`src/rtl/uf_stage_controller_pkg.sv`:
```
// Shared stage encodings for the union-find decoder array. The processing
// units decode the same global_stage values, so these must never be reordered.
package uf_stage_controller_pkg;

    localparam int STAGE_WIDTH = 3;

    typedef enum logic [STAGE_WIDTH-1:0] {
        STAGE_IDLE                = 3'd0,
        STAGE_MEASUREMENT_LOADING = 3'd1,
        STAGE_GROW                = 3'd2,
        STAGE_MERGE               = 3'd3,
        STAGE_PEELING             = 3'd4,
        STAGE_RESULT_VALID        = 3'd5
    } stage_e;

    // Width of a counter that must hold values 0..max_value (at least 1 bit).
    function automatic int cnt_width(input int max_value);
        int w;
        w = $clog2(max_value + 1);
        if (w < 1) begin
            w = 1;
        end else begin
            w = w;
        end
        return w;
    endfunction

endpackage

```
`src/rtl/uf_stage_controller_or_reduce.sv`:
```
// Two-level OR reduction of the per-PU status bits. Purely combinational:
// the controller's MERGE dwell assumes zero added latency from this tree.
module or_reduce_pipeline_tree #(
    parameter int WIDTH = 300,
    parameter int CHUNK = 16
) (
    input  logic [WIDTH-1:0] i_bits,
    output logic             o_any
);

    localparam int N_CHUNK = (WIDTH + CHUNK - 1) / CHUNK;

    logic [N_CHUNK*CHUNK-1:0] w_padded;
    logic [N_CHUNK-1:0]       w_partial;

    // Zero-pad the input to a whole number of chunks.
    always_comb begin
        w_padded              = '0;
        w_padded[WIDTH-1:0]   = i_bits;
    end

    genvar g;
    generate
        for (g = 0; g < N_CHUNK; g = g + 1) begin : g_chunk
            assign w_partial[g] = |w_padded[g*CHUNK +: CHUNK];
        end
    endgenerate

    assign o_any = |w_partial;

endmodule

```
`src/rtl/uf_stage_controller.sv`:
```
// Central sequencer of the union-find decoder array. Broadcasts the stage to
// all PUs, watches the reduced busy/odd flags for merge convergence, and hands
// back one result (grow count + error flag) per accepted syndrome round.
module uf_stage_controller
    import uf_stage_controller_pkg::*;
#(
    parameter int PU_COUNT         = 300,
    parameter int ITER_WIDTH       = 8,
    parameter int MAX_GROW_ITER    = 64,
    parameter int MERGE_MIN_CYCLES = 3,
    parameter int MAX_MERGE_CYCLES = 255
) (
    input  logic                   clk,
    input  logic                   reset,
    input  logic                   meas_valid,
    output logic                   meas_ready,
    input  logic [PU_COUNT-1:0]    pu_busy,
    input  logic [PU_COUNT-1:0]    pu_odd,
    output logic [STAGE_WIDTH-1:0] global_stage,
    output logic                   result_valid,
    input  logic                   result_ready,
    output logic [ITER_WIDTH-1:0]  grow_iterations,
    output logic                   decode_error
);

    localparam int MW = cnt_width(MAX_MERGE_CYCLES);
    localparam logic [MW-1:0]         C_MERGE_EXIT  = MW'(MERGE_MIN_CYCLES - 1);
    localparam logic [MW-1:0]         C_MERGE_LIMIT = MW'(MAX_MERGE_CYCLES);
    localparam logic [MW-1:0]         C_MERGE_SAT   = '1;
    localparam logic [ITER_WIDTH-1:0] C_GROW_LIMIT  = ITER_WIDTH'(MAX_GROW_ITER);
    localparam logic [ITER_WIDTH-1:0] C_ITER_SAT    = '1;

    stage_e                r_state;
    stage_e                w_next_state;
    logic                  r_phase;
    logic [MW-1:0]         r_merge_cnt;
    logic [ITER_WIDTH-1:0] r_grow_iter;
    logic                  r_error;
    logic                  r_meas_ready;
    logic                  r_result_valid;
    logic                  w_any_busy;
    logic                  w_any_odd;
    logic                  w_accept;
    logic                  w_set_error;
    logic                  w_grow_entry;

    or_reduce_pipeline_tree #(.WIDTH(PU_COUNT)) u_busy_reduce (
        .i_bits (pu_busy),
        .o_any  (w_any_busy)
    );

    or_reduce_pipeline_tree #(.WIDTH(PU_COUNT)) u_odd_reduce (
        .i_bits (pu_odd),
        .o_any  (w_any_odd)
    );

    assign w_accept     = (r_state == STAGE_IDLE) && meas_valid && r_meas_ready;
    assign w_grow_entry = (r_state != STAGE_GROW) && (w_next_state == STAGE_GROW);

    // Next-state logic; also flags the MERGE exits that abort with an error.
    always_comb begin
        w_next_state = r_state;
        w_set_error  = 1'b0;
        case (r_state)
            STAGE_IDLE: begin
                if (w_accept) begin
                    w_next_state = STAGE_MEASUREMENT_LOADING;
                end else begin
                    w_next_state = STAGE_IDLE;
                end
            end
            STAGE_MEASUREMENT_LOADING: begin
                if (r_phase) begin
                    w_next_state = STAGE_MERGE;
                end else begin
                    w_next_state = STAGE_MEASUREMENT_LOADING;
                end
            end
            STAGE_GROW: begin
                if (r_phase) begin
                    w_next_state = STAGE_MERGE;
                end else begin
                    w_next_state = STAGE_GROW;
                end
            end
            STAGE_MERGE: begin
                // Convergence is tested first so it wins over the timeout.
                if ((r_merge_cnt >= C_MERGE_EXIT) && !w_any_busy) begin
                    if (w_any_odd) begin
                        if (r_grow_iter >= C_GROW_LIMIT) begin
                            w_next_state = STAGE_PEELING;
                            w_set_error  = 1'b1;
                        end else begin
                            w_next_state = STAGE_GROW;
                        end
                    end else begin
                        w_next_state = STAGE_PEELING;
                    end
                end else if (r_merge_cnt >= C_MERGE_LIMIT) begin
                    w_next_state = STAGE_PEELING;
                    w_set_error  = 1'b1;
                end else begin
                    w_next_state = STAGE_MERGE;
                end
            end
            STAGE_PEELING: begin
                w_next_state = STAGE_RESULT_VALID;
            end
            STAGE_RESULT_VALID: begin
                if (result_ready) begin
                    w_next_state = STAGE_IDLE;
                end else begin
                    w_next_state = STAGE_RESULT_VALID;
                end
            end
            default: begin
                w_next_state = STAGE_IDLE;
            end
        endcase
    end

    // State register plus the handshake flags decoded from the next state.
    always_ff @(posedge clk) begin
        if (reset) begin
            r_state        <= STAGE_IDLE;
            r_meas_ready   <= 1'b0;
            r_result_valid <= 1'b0;
        end else begin
            r_state        <= w_next_state;
            r_meas_ready   <= (w_next_state == STAGE_IDLE);
            r_result_valid <= (w_next_state == STAGE_RESULT_VALID);
        end
    end

    // Phase bit: 0 in the first cycle of a state, 1 afterwards (2-cycle stages).
    always_ff @(posedge clk) begin
        if (reset) begin
            r_phase <= 1'b0;
        end else if (w_next_state != r_state) begin
            r_phase <= 1'b0;
        end else begin
            r_phase <= 1'b1;
        end
    end

    // MERGE dwell counter: zero on entry, counts while in MERGE.
    always_ff @(posedge clk) begin
        if (reset) begin
            r_merge_cnt <= '0;
        end else if (r_state != STAGE_MERGE) begin
            r_merge_cnt <= '0;
        end else if (r_merge_cnt != C_MERGE_SAT) begin
            r_merge_cnt <= r_merge_cnt + MW'(1);
        end else begin
            r_merge_cnt <= r_merge_cnt;
        end
    end

    // Grow-iteration count: cleared on accept, bumped on every GROW entry.
    always_ff @(posedge clk) begin
        if (reset) begin
            r_grow_iter <= '0;
        end else if (w_accept) begin
            r_grow_iter <= '0;
        end else if (w_grow_entry && (r_grow_iter != C_ITER_SAT)) begin
            r_grow_iter <= r_grow_iter + ITER_WIDTH'(1);
        end else begin
            r_grow_iter <= r_grow_iter;
        end
    end

    // Sticky per-round error flag.
    always_ff @(posedge clk) begin
        if (reset) begin
            r_error <= 1'b0;
        end else if (w_accept) begin
            r_error <= 1'b0;
        end else if (w_set_error) begin
            r_error <= 1'b1;
        end else begin
            r_error <= r_error;
        end
    end

    assign global_stage    = r_state;
    assign meas_ready      = r_meas_ready;
    assign result_valid    = r_result_valid;
    assign grow_iterations = r_grow_iter;
    assign decode_error    = r_error;

endmodule

```
`config.mk`:
```
export PLATFORM = sky130hd
export DESIGN_NAME = uf_stage_controller
export DESIGN_NICKNAME = d
export VERILOG_FILES = /design/src/rtl/uf_stage_controller_pkg.sv /design/src/rtl/uf_stage_controller_or_reduce.sv /design/src/rtl/uf_stage_controller.sv
export SDC_FILE = /design/constraint.sdc
export NUM_CORES = 1
export LEC_CHECK = 0
export CAP_MARGIN = 20
export CORE_AREA = 2 2 241 243
export CTS_CLUSTER_DIAMETER = 120
export DETAILED_ROUTE_END_ITERATION = 16
export DIE_AREA = 0 0 243 245
export DONT_BUFFER_PORTS = 1
export PLACE_DENSITY = 0.3
export SLEW_MARGIN = 20
export SYNTH_ARGS = -nofsm -noshare
export SYNTH_HDL_FRONTEND = slang
export SYNTH_HIERARCHICAL = 1
export SYNTH_SLANG_ARGS = --single-unit
```
`constraint.sdc`:
```
create_clock -name clk -period 4.05 [get_ports clk]
set_clock_uncertainty 0.2 [all_clocks]
set_input_delay 1.0125 -clock clk [delete_from_list [all_inputs] [get_ports clk]]
set_output_delay 1.0125 -clock clk [all_outputs]
set_load 0.01 [all_outputs]
```
# Word-level counts from Yosys, hierarchy flattened
# Index checks and enable logic that the tools add are counted.
# Widths: inputs -> output; s select.
dict set report word_totals {
  ff_bits 23
  inputBits 604
  out_inout_bits 14
  word_cells 51
}
dict set report op_classes {
  add_sub_neg 2
  n_lt_le_gt_ge 3
  n_eq_ne 12
  mux 15
  n_reduce_logical 12
}
# op n
set op_table {}
lappend op_table {{$reduce_or 300->1} 2}
lappend op_table {{$pmux 3 s6} 1}
lappend op_table {{$add 8x1->8 const B} 2}
lappend op_table {{$ne 8x8->1 const B} 2}
lappend op_table {{$mux 3} 5}
lappend op_table {{$eq 3x2->1 const B} 3}
lappend op_table {{$eq 3x3->1 const B} 3}
lappend op_table {{$ge 8x2->1 const B} 1}
lappend op_table {{$ge 8x7->1 const B} 1}
lappend op_table {{$ge 8x8->1 const B} 1}
lappend op_table {{$mux 1} 8}
lappend op_table {{$logic_not 3->1} 2}
lappend op_table {{$ne 3x2->1 const B} 2}
lappend op_table {{$logic_and 1x1->1} 5}
lappend op_table {{$reduce_or 2->1} 2}
lappend op_table {{$eq 3x1->1 const B} 1}
lappend op_table {{$ne 3x3->1} 1}
lappend op_table {{$mux 2} 1}
lappend op_table {{$logic_not 1->1} 1}

# Depth between registers and ports, before layout
# Gate-level depths: netlist of the first run.
dict set report logic_depth {
  depth_word 8
  ltp_mapped 11
  mapped_depth_nobuf 10
}

# By module
# Netlist of the first run, hierarchy kept.
# mod instances cells_each area_per_inst_um2 seq_area_each_um2
set by_module_without_submodules {}
lappend by_module_without_submodules {or_reduce_pipeline_tree 2 101 649.4 0.0}
lappend by_module_without_submodules {uf_stage_controller 1 135 1204.9 460.4}

# Least setup slack after synthesis of the first run
# OpenSTA, ideal clock, no wires.
dict set report synth_timing {
  path_type {input to register}
  startpoint {in pu_busy[12]}
  endpoint {reg r_grow_iter[3] (netlist: grow_iterations[3])}
  t_arrival_ps 3367
  t_required_ps 3780
  setup_slack_ps 414
  path_stages 9
  path_buffers 0
  cell_sequence {nor4_1 nand4_1 or4_1 nor4_2 nand4_1 a21oi_1 o211ai_1 or4_1 a21oi_1}
}
dict set report synth_via {
  elab_chain_len 8
}
# item line
set synth_rtl {}
lappend synth_rtl {{from (decl)} uf_stage_controller.sv:17} ;# input logic [PU_COUNT-1:0] pu_busy,
lappend synth_rtl {{$reduce_or 300->1} uf_stage_controller_or_reduce.sv:29} ;# assign o_any = |w_partial;
lappend synth_rtl {{via w_any_busy} uf_stage_controller.sv:41} ;# logic w_any_busy;
lappend synth_rtl {{$logic_not 1->1} uf_stage_controller.sv:88} ;# if ((r_merge_cnt >= C_MERGE_EXIT) && !w_any_busy) begin
lappend synth_rtl {{$logic_and 1x1->1} uf_stage_controller.sv:88}
lappend synth_rtl {{$mux 3} uf_stage_controller.sv:88}
lappend synth_rtl {{$pmux 3 s6} uf_stage_controller.sv:64} ;# case (r_state)
lappend synth_rtl {{$eq 3x2->1} uf_stage_controller.sv:58} ;# assign w_grow_entry = (r_state != STAGE_GROW) && (w_next_state == STAGE_GROW);
lappend synth_rtl {{$logic_and 1x1->1} uf_stage_controller.sv:58}
lappend synth_rtl {{$logic_and 1x1->1} uf_stage_controller.sv:165} ;# end else if (w_grow_entry && (r_grow_iter != C_ITER_SAT)) begin
lappend synth_rtl {{to (signal assigned)} uf_stage_controller.sv:166} ;# r_grow_iter <= r_grow_iter + ITER_WIDTH'(1);
lappend synth_rtl {{to (signal assigned)} uf_stage_controller.sv:168} ;# r_grow_iter <= r_grow_iter;
lappend synth_rtl {{to (decl)} uf_stage_controller.sv:37} ;# logic [ITER_WIDTH-1:0] r_grow_iter;
# The timed path passes the listed nets, and every way through them passes these cells.
# A chain may end at the register's enable or synchronous reset.

# Worst setup path in the final report of the first run
dict set report layout_timing {
  startpoint {in pu_busy[146]}
  endpoint {reg r_grow_iter[5] (netlist: grow_iterations[5])}
}
# Same word-level chain as after synthesis.

==> metrics.yaml, run 1 <==
fmaxAchievable_ghz: 0.2652
switchingPower_uw: 206.4
power.share.switching: 0.3069
number_of_enable_flip_flop_cells_after_synthesis: 0
instances_no_fill: 1133
initial_core_util: 0.04390
seq_power_share: 0.414
drcViolationCount: 0
holdWs_ns: 0.3267
pwr-share-comb: 0.250
worst_ep_arrival_time_ns: 3.76
worst_setup_hold_path_clk_slew_ns: 0.06
clock_latency_ns: 0.26
crit_type: "primary input to register"
synth.net_count: 944
postCtsResizedCells: 0
min_period_ns: 3.770
die_x_um: 243
detail_route.first_pass.iterations: 4
setup_total_negative_slack_ns: 0
fill_cells: 6772
ys_async_sr_fraction: 0
cts_inserted_buffers: 3
status: "finished clean"
power.density_cell_area_nw_per_um2: 179.0
cts_setup_buffers: 0
post_drt_wl_per_cell_um: 20.46
max-slew-margin-rel: 0.6609
clock_power_share: 0.335
route.antenna.remaining_nets: 0
yosysUniqueCellTypes: 48
die_footprint_um2: 59540
setup.worst_path.end_class: "register"
finalNetCount: 971
synth_top_cell_by_area: "sky130_fd_sc_hd__nor4_1"
die_y_um: 245
htree_levels: 1
grt_start_max_net_pins: 14
timing_max_transition_violations_final: 0
grt_overflow_total: 0
postSynthRegisterBits: 23
ctsRootBufferMaster: "sky130_fd_sc_hd__clkbuf_16"
gate_count_post_synth: 337
synth_area_leaders: "sky130_fd_sc_hd__nor4_1 (37%), sky130_fd_sc_hd__dfxtp_1 (18%), sky130_fd_sc_hd__nand4_1 (8.7%)"
clock_tree.buffer_depth: 2
power.leakage_uw: 0.0007266
cts_num_sinks: 23
grt_antenna_before_repair: 18
hpwlAfterDp_um: 21410
grt_first_pass_wirelength_um: 28210
placeableCoreArea_um2: 57030
first_global_vias: 3921
synth-seq-area-share: 0.1839
ioPinCount: 618
flow.area_growth_from_synthesis_pct: 50.07
drive_above_1_share: 0.1350
syn_avg_cell_area_um2: 7.429
port_buffer_count: 0
ys_dominant_reg_cell: "sky130_fd_sc_hd__dfxtp_1"
place_inst: 1124
worst_pin_slew_ns: 0.5040
setup.worst_path.start_class: "primary input"
min_delay_path_class: "register to register"
synth_top_area_frac: 0.3748
maxCapViolCount: 0
cts_hold_buffers: 0
globalRouteTotalUtil: 0.06904
max-vdd-ir-drop_v: 0.00008032
placementRows: 88
synth_area_um2: 2504
final_hold_viol_count: 0
pint_uw: 466.1
total_via_count_after_detailed_routing: 3776
ff2ff_setup_slack_ns: 1.50
post-route-period-util: 0.9310
total_number_of_yosys_warnings: 6
gp_congestion: 1.167
vias_per_cell: 3.333
routed_wirelength_um: 23180
critPathRequiredTime_ns: 4.04
worst-path-max-fanout: 6
count_of_endpoints_failing_setup_in_the_final_report: 0
initialDrtViolationCount: 232
cts_tree: "yes"
==> power groups by stage <==
stage          registers (µW)  logic (µW)  clock network, µW
2_1_floorplan             266         134                  0
3_3_place_gp              284         167                  0
3_5_place_dp              285         169                  0
4_1_cts                   279         169                230
5_1_grt                   283         188                240
6_report                  279         168                225
==> critical path: stages <==
cell	delay (ns)
sky130_fd_sc_hd__nor4_1	0.44
sky130_fd_sc_hd__nand4_1	0.32
sky130_fd_sc_hd__nor4_1	0.40
sky130_fd_sc_hd__buf_4	0.18
sky130_fd_sc_hd__nand4_1	0.13
sky130_fd_sc_hd__buf_4	0.19
sky130_fd_sc_hd__a21oi_1	0.11
sky130_fd_sc_hd__buf_4	0.16
sky130_fd_sc_hd__o211ai_1	0.14
sky130_fd_sc_hd__or4_1	0.53
sky130_fd_sc_hd__a21oi_1	0.15
==> synthesized netlist by cell type, types with 2 or more instances <==
master / instances
sky130_fd_sc_hd__nor4_1: 150
sky130_fd_sc_hd__nand4_1: 35
sky130_fd_sc_hd__dfxtp_1: 23
sky130_fd_sc_hd__a21oi_1: 10
sky130_fd_sc_hd__or4_1: 10
sky130_fd_sc_hd__nor2_1: 9
sky130_fd_sc_hd__nand3_1: 8
sky130_fd_sc_hd__o21ai_0: 8
sky130_fd_sc_hd__a31oi_1: 7
sky130_fd_sc_hd__and3_1: 7
sky130_fd_sc_hd__nand2_1: 6
sky130_fd_sc_hd__nor4_2: 6
sky130_fd_sc_hd__o31ai_1: 4
sky130_fd_sc_hd__ha_1: 3
sky130_fd_sc_hd__inv_1: 3
sky130_fd_sc_hd__mux2i_1: 3
sky130_fd_sc_hd__nand2b_1: 3
sky130_fd_sc_hd__nor2b_1: 3
sky130_fd_sc_hd__nor3_1: 3
sky130_fd_sc_hd__and2_1: 2
sky130_fd_sc_hd__and4_1: 2
sky130_fd_sc_hd__buf_2: 2
sky130_fd_sc_hd__clkbuf_1: 2
sky130_fd_sc_hd__nand4_2: 2
sky130_fd_sc_hd__or2_2: 2
sky130_fd_sc_hd__or3_1: 2
==> sequential cells by signal (all words and copies together) (netlist names) <==
signal           count
decode_error         1
global_stage         3
grow_iterations      8
meas_ready           1
r_merge_cnt          8
r_phase              1
result_valid         1
==> per-stage QoR <==
stage / cell area (µm²) / setup WS (ns) / util / power (µW)
detailed placement: 3647 / -0.1927 / 0.06395 / 453.3
global placement: 3647 / -0.1481 / 0.06395 / 450.9
finish: 3757 / 0.2795 / 0.06588 / 672.5
floorplan: 2504 / 0.4136 / - / 399.9
CTS: 3727 / 0.05373 / 0.06535 / 678.9
global route: 3755 / -0.002689 / 0.06583 / 711.1
==> cell type report <==
cell class | instances | area [µm²] | area share
multi-input combinational | 306 | 2033 | 0.5411
tap | 765 | 957.2 | 0.2547
sequential | 23 | 460.4 | 0.1225
timing repair buffer | 27 | 202.7 | 0.05395
clock buffer | 3 | 75.07 | 0.01998
antenna | 5 | 12.51 | 0.003330
inverter | 3 | 11.26 | 0.002997
clock inverter | 1 | 5.005 | 0.001332
==> kinds of logic after synthesis <==
family                   count (synthesis)  share of synthesized area
AO/OA/AOI/OAI                           42                     0.1115
flip-flops                              23                     0.1839
XOR/XNOR                                 2                   0.006998
AND/OR/NAND/NOR                        256                     0.6547
buffers and inverters                    8                    0.01599
multiplexers                             3                    0.01199
adder cells (fa/ha/maj)                  3                    0.01499
==> layer usage <==
metal  GRT usage  vias up  part of all wire
met2      0.1171      420              0.47
met3     0.03291       55              0.14
met4     0.01516       22             0.022
met5    0.008170        -            0.0092
met1     0.07776     1701              0.36
li1            -     1578                 -
==> final timing paths <==
check | from | to | cells past startpoint
worst max register to register | grow_iterations[0]$_SDFFE_PP0P_ | grow_iterations[2]$_SDFFE_PP0P_ | 6
worst min register to register | r_merge_cnt[2]$_SDFFE_PP0N_ | r_merge_cnt[2]$_SDFFE_PP0N_ | 1
worst max-delay path | pu_busy[146] | grow_iterations[5]$_SDFFE_PP0P_ | 11
worst min-delay path | r_merge_cnt[2]$_SDFFE_PP0N_ | r_merge_cnt[2]$_SDFFE_PP0N_ | 1
==> cell usage in the layout, fill, tap and decap left out, types with 4 or more instances in the layout <==
cell and count:
sky130_fd_sc_hd__o21ai_0 8, sky130_fd_sc_hd__dfxtp_1 23, sky130_fd_sc_hd__a31oi_1 7, sky130_fd_sc_hd__nor4_2 7, sky130_fd_sc_hd__or4_1 9, sky130_fd_sc_hd__nand2_1 6, sky130_fd_sc_hd__nand3_1 8, sky130_fd_sc_hd__diode_2 5
sky130_fd_sc_hd__a21oi_1 10, sky130_fd_sc_hd__nor4_1 148, sky130_fd_sc_hd__and3_1 7, sky130_fd_sc_hd__buf_4 27, sky130_fd_sc_hd__o31ai_1 4, sky130_fd_sc_hd__nand4_1 35, sky130_fd_sc_hd__nor2_1 9
(Power assumes the default switching activity.)
==> run 2, diff against run 1 <==
TNS_END_PERCENT = 30   (was unset)
==> results of run 2 <==
Final layout, timing and power as in run 1 (identical DEF).
